$ cat src/rtl/alarm_ring_ctrl.sv
// Alarm ring controller on the 1 Hz timekeeping clock: trigger detection, ring/snooze FSM,
// auto-timeout and missed-alarm LED. Optional hourly chime via `ALARM_HOURLY_CHIME_EN.
module alarm_ring_ctrl #(
  parameter int RING_SECS   = 60,
  parameter int SNOOZE_SECS = 300,
  parameter int MAX_SNOOZE  = 3
) (
  input  logic        clk_1hz,
  input  logic        rst,
  input  logic [20:0] count,
  input  logic [20:0] count_alarm,
  input  logic        alarm_en,
  input  logic        alarm_arm,
  input  logic        stop_btn,
  input  logic        snooze_btn,
  output logic        buzzer,
  output logic        ringing,
  output logic        snoozing,
  output logic        missed_led,
  output logic [3:0]  snooze_left
);

  localparam logic [20:0] DAY_SECS    = 21'd86400;
  localparam logic [15:0] RING_LAST   = 16'(RING_SECS - 1);
  localparam logic [15:0] SNOOZE_LAST = 16'(SNOOZE_SECS - 1);
  localparam logic [3:0]  SNOOZE_MAX  = 4'(MAX_SNOOZE);

  typedef enum logic [1:0] {
    ST_IDLE    = 2'd0,
    ST_RINGING = 2'd1,
    ST_SNOOZE  = 2'd2
  } state_e;

  state_e      state_q, state_d;
  logic [15:0] timer_q, timer_d;
  logic        buzzer_q, buzzer_d;
  logic        missed_q, missed_d;
  logic [3:0]  snooze_left_q, snooze_left_d;
  logic        match_seen_q, match_seen_d;

  logic [20:0] count_n;
  logic [20:0] alarm_n;
  logic        match;
  logic        trigger;
  logic        chime;

  // 86400 is the end-of-day alias of midnight.
  assign count_n = (count == DAY_SECS) ? 21'd0 : count;
  assign alarm_n = (count_alarm == DAY_SECS) ? 21'd0 : count_alarm;
  assign match   = (count_n == alarm_n);
  assign trigger = match & ~match_seen_q & alarm_arm & ~alarm_en;

`ifdef ALARM_HOURLY_CHIME_EN
  logic [20:0] prev_count_q;

  always_ff @(posedge clk_1hz) begin
    if (rst) prev_count_q <= 21'd0;
    else     prev_count_q <= count;
  end

  // A held count on the hour chimes only once.
  assign chime = ((count_n % 21'd3600) == 21'd0) && (count != prev_count_q);
`else
  assign chime = 1'b0;
`endif

  always_comb begin
    state_d       = state_q;
    timer_d       = timer_q;
    buzzer_d      = 1'b0;
    missed_d      = missed_q;
    snooze_left_d = snooze_left_q;
    match_seen_d  = match;

    case (state_q)
      ST_IDLE: begin
        if (trigger) begin
          state_d       = ST_RINGING;
          timer_d       = 16'd0;
          buzzer_d      = 1'b1;
          snooze_left_d = SNOOZE_MAX;
        end else if (chime && alarm_arm && !alarm_en) begin
          buzzer_d = 1'b1;
        end
      end

      ST_RINGING: begin
        timer_d = timer_q + 16'd1;
        if (stop_btn || !alarm_arm) begin
          state_d = ST_IDLE;
          timer_d = 16'd0;
        end else if (snooze_btn && (snooze_left_q != 4'd0)) begin
          state_d       = ST_SNOOZE;
          timer_d       = 16'd0;
          snooze_left_d = snooze_left_q - 4'd1;
        end else if (timer_q == RING_LAST) begin
          state_d  = ST_IDLE;
          timer_d  = 16'd0;
          missed_d = 1'b1;
        end else begin
          buzzer_d = ~buzzer_q;
        end
      end

      ST_SNOOZE: begin
        timer_d = timer_q + 16'd1;
        if (stop_btn || !alarm_arm) begin
          state_d = ST_IDLE;
          timer_d = 16'd0;
        end else if (timer_q == SNOOZE_LAST) begin
          state_d  = ST_RINGING;
          timer_d  = 16'd0;
          buzzer_d = 1'b1;
        end
      end

      default: begin
        state_d = ST_IDLE;
        timer_d = 16'd0;
      end
    endcase

    // An answered or cancelled event is no longer "missed".
    if (stop_btn || ((state_q != ST_IDLE) && !alarm_arm)) missed_d = 1'b0;
  end

  always_ff @(posedge clk_1hz) begin
    if (rst) begin
      state_q       <= ST_IDLE;
      timer_q       <= 16'd0;
      buzzer_q      <= 1'b0;
      missed_q      <= 1'b0;
      snooze_left_q <= SNOOZE_MAX;
      match_seen_q  <= 1'b0;
    end else begin
      state_q       <= state_d;
      timer_q       <= timer_d;
      buzzer_q      <= buzzer_d;
      missed_q      <= missed_d;
      snooze_left_q <= snooze_left_d;
      match_seen_q  <= match_seen_d;
    end
  end

  assign buzzer      = buzzer_q;
  assign ringing     = (state_q == ST_RINGING);
  assign snoozing    = (state_q == ST_SNOOZE);
  assign missed_led  = missed_q;
  assign snooze_left = snooze_left_q;

endmodule

$ cat config.mk
export PLATFORM = sky130hd
export DESIGN_NAME = alarm_ring_ctrl
export DESIGN_NICKNAME = d
export VERILOG_FILES = /design/src/rtl/alarm_ring_ctrl.sv
export SDC_FILE = /design/constraint.sdc
export NUM_CORES = 1
export LEC_CHECK = 0
export CAP_MARGIN = 20
export CORE_UTILIZATION = 31
export DETAILED_ROUTE_END_ITERATION = 16
export GPL_ROUTABILITY_DRIVEN = 1
export SKIP_CTS_REPAIR_TIMING = 1
export SLEW_MARGIN = 20
export SYNTH_ARGS = -nofsm -noshare
export SYNTH_HDL_FRONTEND = slang
export SYNTH_SLANG_ARGS = --single-unit
$ cat constraint.sdc
create_clock -name clk_1hz -period 4 [get_ports clk_1hz]
set_clock_uncertainty 0.1 [all_clocks]
set_input_delay 0.8 -clock clk_1hz [delete_from_list [all_inputs] [get_ports clk_1hz]]
set_output_delay 0.8 -clock clk_1hz [all_outputs]
set_load 0.05 [all_outputs]
; ---- After elaboration in Yosys (flattened, before gate mapping)
; Index checks and enable logic that the tools add are counted.
; Widths: inputs -> output; s select.
[op_classes]
n_addsub = 2
eq_ne = 12
mux = 27
n_bitwise = 8
n_reduce_logical = 13
[ops]
columns = cell, count
row1 = $mux 16, 6
row2 = $pmux 16 s3, 1
row3 = $eq 21x17->1 const B, 2
row4 = $mux 21, 2
row5 = $eq 21x21->1, 1
row6 = $add 16x1->16 const B, 1
row7 = $eq 16x6->1 const B, 1
row8 = $eq 16x9->1 const B, 1
row9 = $mux 2, 6
row10 = $mux 4, 3
row11 = $pmux 4 s2, 1
row12 = $reduce_and 4->1, 2
row13 = $mux 1, 6
row14 = $pmux 2 s3, 1
row15 = $not 1->1, 5
row16 = $ne 2x2->1 const B, 2
row17 = $ne 4x1->1 const B, 1
row18 = $reduce_bool 2->1, 2
row19 = $reduce_bool 4->1, 1
row20 = $sub 4x1->4 const B, 1
row21 = $and 1x1->1, 3
row22 = $ne 3x1->1 const B, 1
row23 = $pmux 1 s3, 1
row24 = $reduce_and 3->1, 1
row25 = 8 further kinds, 10
[totals]
ff_bits = 25
input_bits = 48
out_inout_bits = 8

; ---- Logic depth before layout (Yosys ltp)
[depth]
word_depth = 8
depth_mapped = 10

; ---- Least setup slack after synthesis
; Ideal clock, no wire load.
[synth_path]
kind = input to register
start = in count[5]
end = reg state_q[0]
setup_ns = 0.070
arrival_time_ns = 2.752
required_ns = 3.830
setup_slack_ns = 1.078
path_stages = 9
path_cell_list = nor4b_1 -> nand4_1 -> o21ai_0 -> xor2_1 -> nor3_4 -> a31oi_4 -> buf_6 -> or4_1 -> a21oi_1
[synth_between]
elab_chain_len = 8
[synth_rtl]
columns = element, line
row1 = "start, declared", 10  ; input logic [20:0] count,
row2 = $eq 21x17->1, 48  ; assign count_n = (count == DAY_SECS) ? 21'd0 : count;
row3 = $mux 21 *, 48
row4 = $eq 21x21->1 *, 50  ; assign match = (count_n == alarm_n);
row5 = $and 1x1->1 * (3 in a row), 51  ; assign trigger = match & ~match_seen_q & alarm_arm & ~alarm_en;
row6 = $ne 2x2->1 (no line) *, n/a
row7 = $reduce_and 3->1 (no line) *, n/a
row8 = "end signal, assigned", 136  ; state_q <= state_d;
row9 = "end, declared", 34  ; state_e state_q, state_d;
; Mark *: on every way between the ends. The rest lies on a longest branch, timed or not.
; A chain may end at the register's enable or synchronous reset.

; ---- Worst setup path in the final report
[layout_path]
start = in count[10]
end = reg state_q[0]
; The elaborated chain is that of the path after synthesis.

==> flow_summary.yaml <==
clock_tree:
  cts_sinks: 25
  numCtsBuffers: 3
  worstSkewPairLatency_ns: 0.28
  cts_tree: "done"
  htree_levels: 1
  cts_max_path_buffers: 2
  clk_pin_slew_ns: 0.09
  clockRootBuffer: "clkbuf_8"
timing:
  finalCriticalPeriod_ns: 3.55
  hold_viol_final: 0
  slew_headroom_pct: 41.4
  period_share_pct: 88.7
  max_freq_ghz: 0.282
  setup_viol: 0
  finalSetupTns_ns: 0
  maxSlewViolCount: 0
  tightest_slew_ns: 0.878
  rsz0062_at_grt: "false"
  whs_ns: 0.402
synth:
  synthFlopType: "dfxtp_1"
  ys_seq_area_share_pct: 26.6
  synthArstFlopShare_pct: 0
  ys_types: 48
  synth_seq_cells: 25
  synth_edf_count: 0
  synth_area_per_cell_um2: 7.96
  syn-num-nets: 291
  netlist_area_um2: 1880
  yosysWarnings: 0
  synthCells: 236
detailed_routing:
  drt-pass1-iter-count: 4
  ant_nets: 0
  via_per_inst: 5.35
  via_count: 1937
  drc: 0
  wl_per_cell_um: 13.5
  drtIter0Drc: 99
  drt-total-wl_um: 4880
worst_setup_path:
  startpoint_type: "input pin"
  critPathMaxStageDelay_ns: 0.52
  worst-setup-path-type: "in -> reg"
  arrival_ns: 3.65
  cp_max_fo: 29
  slowest_stage: "or4_1"
  critical-path-top-cell-by-count: "a21oi_1"
  crit_family: "simple AND/OR/NAND/NOR gates"
  worstPathRequired_ns: 4.10
  cp-end-kind: "flop"
  crit_chain: "clkdlybuf4s50_1 -> nor4_1 -> nand4_1 -> o21ai_0 -> xor2_1 -> a21oi_1 -> a31oi_4 -> buf_4 -> or4_1 -> a21oi_1"
  cp_num_buf_inv: 2
global_route:
  grt_pass1_vias: 1794
  grt_start_max_net_pins: 30
  antenna_found_initial: 0
  grt_usage_pct: 16.2
  gr-total-overflow: 0
  grt_pass1_wl_um: 8250
placed_design:
  gp_congestion: 0.802
  portBuffers: 55
  dp_hpwl_um: 3960
  dpl_cell_area_um2: 2490
  dp_cells: 358
floorplan:
  die_x_um: 79.9
  initial_core_util_pct: 33.1
  num_rows: 27
  fp.dieH_um: 79.9
  die-area_um2: 6380
  io_pins: 56
  core_area_um2: 5680
final_layout:
  design_area_um2: 2540
  diodes: 0
  area_delta_synth_final_pct: 35.3
  multi_input_area_um2: 1290
  nFillCells: 571
  regArea_um2: 500
  drive_above_1_share_pct: 4.14
  final_nets: 346
  final_cells: 362
status:
  outcome: "complete, no violations"
pwr:
  ir_drop_v: 0.000167
  leakage_nw: 0.793
  p_per_area_nw_per_um2: 197
hold_path:
  hp-class: "reg -> reg"
run:
  drv_cap: 0
final timing paths:
| path | start | endpoint | slack (ns) | cells after the start |
|---|---|---|---|---|
| max | count[10] | state_q[0] | 0.45 | 10 |
| min | missed_led | missed_led | 0.40 | 2 |
| max reg2reg | timer_q[0] | timer_q[0] | 0.90 | 8 |
| min reg2reg | missed_led | missed_led | 0.40 | 2 |
synth_stat cells (all sizes together), types with 4 or more instances:
master  number  area (um^2)
o21ai       17         85.1
buf          5         33.8
ha           7         87.6
and2         5         31.3
xor2         4         35.0
or4         14          105
dfxtp       25          500
nand4        8         50.1
nor4         9         56.3
nor3b        4         30.0
nand2       11         41.3
nor2        14         52.6
xnor2       16          140
inv         12         45.0
o31ai       10         75.1
nand3       13         65.1
a21oi       21          105
area by class of cell:
cell class | count | area share [%]
Multi-Input combinational cell | 192 | 50.8
Clock inverter | 1 | 0.295
Sequential cell | 25 | 19.7
Timing Repair Buffer | 57 | 22.2
Clock buffer | 3 | 1.62
Tap cell | 72 | 3.54
Inverter | 12 | 1.77
layer usage:
metal | wire [um] | track usage (%)
met5 | 0 | 0
met2 | 2280 | 28.9
met4 | 19 | 1.61
met3 | 173 | 2.74
met1 | 2410 | 21.0
where the power goes:
group	internal, mW	switching, mW	total [mW]
registers	0.249	0.000000494	0.249
logic	0.0603	0.0362	0.0966
clock network	0.0707	0.0855	0.156
total	0.380	0.122	0.501
stage by stage:
stage | util, % | worst slack, ns | power (mW)
finish | 44.8 | 0.450 | 0.501
detailed placement | 43.9 | 0.175 | 0.351
global route | 44.8 | 0.172 | 0.528
CTS | 44.8 | 0.472 | 0.509
global placement | 43.9 | 0.173 | 0.351
floorplan | - | 1.08 | 0.289
registers in the layout, indices dropped and copies added, names as in the netlist:
name / flops
buzzer: 1
match_seen_q: 1
missed_led: 1
snooze_left: 4
state_q: 2
timer_q: 16
logic make-up (layout without fill, tap and decap cells):
logic type	after synthesis	in the layout	share of synthesized area, %
simple gates	97	97	31.4
fa+ha+maj	7	7	4.66
flops	25	25	26.6
mux	1	1	0.533
buf+inv	19	73	4.59
xor+xnor	20	20	9.32
compound gates	67	67	22.8
cell usage in the layout, fill, tap and decap left out, types with 2 or more instances in the layout:
cell,count
nand2_1,11
o21ai_0,15
nor2_1,14
nor3b_1,4
xnor2_1,16
nand3_1,13
o31ai_1,10
o21a_1,3
nand4_1,8
or4_1,14
or3_1,3
nor4_1,9
a21oi_1,21
and3_1,3
dfxtp_1,25
and2_1,5
o21ai_1,2
clkdlybuf4s50_1,55
ha_1,7
clkbuf_8,3
buf_4,2
nor4bb_1,2
o31a_1,2
o22ai_1,3
nand3b_1,3
inv_1,12
xor2_1,4
worst register-to-register path, stage by stage (launching register included):
cell and delay (ns):
dfxtp_1 0.40, ha_1 0.30, nor4bb_1 0.31, nand4_1 0.21, or2_2 0.36, o31ai_1 0.28, a21oi_1 0.15, o21bai_1 0.73
nor2_1 0.12
(Power assumes the default switching activity.)
==> RTL edit 1 (same flow settings) <==
The 3 states of `state_e` get a one-hot encoding in 3 bits.
--- a/src/rtl/alarm_ring_ctrl.sv
+++ b/src/rtl/alarm_ring_ctrl.sv
@@ -26,8 +26,8 @@
   localparam logic [3:0]  SNOOZE_MAX  = 4'(MAX_SNOOZE);
 
-  typedef enum logic [1:0] {
-    ST_IDLE    = 2'd0,
-    ST_RINGING = 2'd1,
-    ST_SNOOZE  = 2'd2
+  typedef enum logic [2:0] {
+    ST_IDLE    = 3'b001,
+    ST_RINGING = 3'b010,
+    ST_SNOOZE  = 3'b100
   } state_e;
 
Check against the original RTL: no difference found for any inputs over 10 cycles, from zero or initial values and one cycle with rst high; not proved beyond that.
==> RTL edit 1 against the unedited design <==
  * Sequential cell count rose by 1
  * Setup slack improved by 190 ps
  * Non-clock buffer count did not move
  * Design area fell by 1.5%
  * Synthesized area fell by 2.9%
  * Critical path depth fell by 1
  * Wire length fell by 7.0%
  * Final cell count fell by 2.8%
  * Sequential share of layout area rose by 1.1 points
  * Synthesized cell count fell by 4.7%
  * Power rose by 5.2%
  * Critical endpoint is now timer_q[13]
  * Highest routed layer unchanged
==> RTL edit 1: results <==
metrics = {
    "cells_and_area": {
        "inv_count": 9,
        "fin_nets": 332,
        "layout-drive-gt1-share": 0.0607,
        "num-clock-buffers": 4,
        "seq_cells": 26,
        "buf_share": 0.226,
        "n_fill_cell": 561,
    },
    "worst_setup_path": {
        "max_stage_delay_ps": 560,
        "critPathMaxFanout": 27,
        "reg2reg_slack_ps": 1290,
        "cp.arrival_ps": 3470,
    },
    "global_route": {
        "grt_max_degree": 28,
        "grt_use_met2": 0.282,
        "grt_pass1_wl_um": 7920,
    },
    "placement": {
        "dp_hpwl_um": 3700,
        "dpl_cell_area_um2": 2450,
        "pre_cts_ws_ps": 333,
        "gp_congestion": 0.792,
    },
    "logic_synthesis": {
        "avgSynthCellArea_um2": 8.11,
        "synthDistinctLibCells": 54,
        "ys_seq_area_frac": 0.285,
        "synth_common_cells": "dfxtp_1 (26), a21oi_1 (21), xnor2_1 (19)",
    },
    "detailed_routing": {
        "viasPerCell": 5.44,
        "drt-initial-drc-count": 102,
        "drt_wl_total_um": 4540,
    },
    "timing": {
        "holdWs_ps": 392,
    },
    "power_and_ir_drop": {
        "peakVddDrop_uv": 98.9,
        "p_seq_frac": 0.490,
        "p_switching_mw": 0.118,
        "power.leakage_nw": 0.800,
    },
    "run_status": {
        "outcome": "finished clean",
    },
}
==> RTL edit 1: logic make-up (layout without fill, tap and decap cells) <==
kind of cell,count (synthesis),in the layout,synth area share
AND/OR/NAND/NOR,102,102,0.350
XOR/XNOR,19,19,0.0912
buffers and inverters,15,70,0.0356
flip-flops,26,26,0.285
adder cells (fa/ha/maj),3,3,0.0206
AO/OA/AOI/OAI,60,60,0.217
==> RTL edit 1: worst max path at each step <==
| stage | start | to | slack [ps] | depth (start not counted) |
|---|---|---|---|---|
| floorplan | count[10] | timer_q[6] | 1220 | 9 |
| finish | count[5] | timer_q[13] | 640 | 9 |
| global route | count_alarm[1] | timer_q[13] | 350 | 9 |
| detailed placement | count[5] | timer_q[12] | 330 | 9 |
| global placement | count_alarm[10] | timer_q[11] | 330 | 9 |
| CTS | count[5] | timer_q[14] | 630 | 9 |
==> RTL edit 2 (same settings) <==
Without the edit above. Add a define of `ALARM_HOURLY_CHIME_EN`.
--- a/src/rtl/alarm_ring_ctrl.sv
+++ b/src/rtl/alarm_ring_ctrl.sv
@@ -1,4 +1,6 @@
 // Alarm ring controller on the 1 Hz timekeeping clock: trigger detection, ring/snooze FSM,
 // auto-timeout and missed-alarm LED. Optional hourly chime via `ALARM_HOURLY_CHIME_EN.
+`define ALARM_HOURLY_CHIME_EN
+
 module alarm_ring_ctrl #(
   parameter int RING_SECS   = 60,
Function: changed (Yosys sat finds a counterexample within 4 cycles, from zero or initial values and one cycle with rst high).
==> RTL edit 2 against the unedited design <==
  * The flow now finishes with violations (setup timing)
  * Power grew to 6.0 times the old value
  * Design area grew to 3.3 times the old value
  * Sequential cell count rose by 21
  * Core utilization increased by 7.8 points
  * Setup slack lost 4100 ps
  * Worst hold slack lost 10 ps
  * Synthesized area grew to 2.7 times the old value
  * Via count grew to 3.1 times the old value
  * Wire length rose to 3.4 times the old value
  * Critical path type unchanged
  * Critical endpoint is now buzzer
  * Largest power group is now combinational cells
==> RTL edit 2: results <==
metrics = {
    "logic_synthesis": {
        "synthAdderAreaFrac": 0.0215,
        "muxShareOfSynthArea": 0.0113,
        "synthDistinctLibCells": 95,
        "synth_area_leaders": "dfxtp_1 (18%), xnor2_1 (5.4%), xor2_1 (5.3%)",
        "synth_common_cells": "nand2_1 (59), nor2_1 (56), dfxtp_1 (46)",
        "synth_xor_area_frac": 0.110,
        "ys_seq_area_frac": 0.184,
    },
    "placement": {
        "dpl_cell_area_um2": 7440,
    },
    "cells_and_area": {
        "regArea_um2": 921,
        "inv_count": 17,
        "stdcell_count": 1155,
        "multi_input_area_share": 0.530,
        "largest_reg_flops": 21,
        "signal_buffers": 294,
        "buf_share": 0.299,
    },
    "clock_tree": {
        "cts.clk_slew.worst_paths_ps": 60,
        "cts_buffers": 5,
        "cts-root-buf": "clkbuf_16",
    },
    "worst_setup_path": {
        "max_stage_delay_ps": 560,
        "cp.arrival_ps": 7710,
        "critPathMaxFanout": 4,
        "reg2reg_depth": 11,
        "timing.rr.end": "state_q[1]",
        "reg2reg_slack_ps": 1320,
    },
    "timing": {
        "fin_ws_ps": -3610,
        "holdWs_ps": 391,
        "worstMarginPinSlew_ps": 564,
        "setup_viol": 21,
        "finalSetupTns_ps": -6560,
    },
    "power_and_ir_drop": {
        "peakVddDrop_uv": 315,
        "power.leakage_nw": 3.47,
        "p_sw_frac": 0.384,
    },
    "run_status": {
        "failed_checks": "setup timing",
        "outcome": "complete, but fails checks",
    },
    "detailed_routing": {
        "viasPerCell": 5.16,
        "drt-initial-drc-count": 256,
    },
    "global_route": {
        "grt_max_degree": 33,
        "grt_pass1_vias": 5520,
    },
}
## RTL edit 2: cells by family (layout without fill, tap and decap cells)
family | count (synthesis) | count (layout)
DFF | 46 | 46
AOI/OAI and AO/OA | 209 | 209
adders and majority gates | 9 | 9
muxes | 5 | 5
buffers and inverters | 48 | 319
and+or+nand+nor | 288 | 289
xor gates and xnor gates | 62 | 62
## RTL edit 2: layer usage
metal  GRT usage  wire length (um)
met2       0.343              8410
met1       0.247              7690
met4      0.0291               194
met5           0                 0
met3      0.0162               496
## RTL edit 2: power groups by stage
stage	Clock, mW	Sequential (mW)	Combinational (mW)
finish	0.473	0.474	2.07
global route	0.497	0.475	2.25
global placement	0	0.484	1.91
floorplan	0	0.484	1.05
detailed placement	0	0.484	1.93
CTS	0.482	0.474	1.93
## RTL edit 2: critical path, delay by kind of cell
kind / cells / cell delay [ps]
compound gates: 14 / 3080
buf+inv: 2 / 240
mux: 1 / 340
simple gates: 10 / 3250
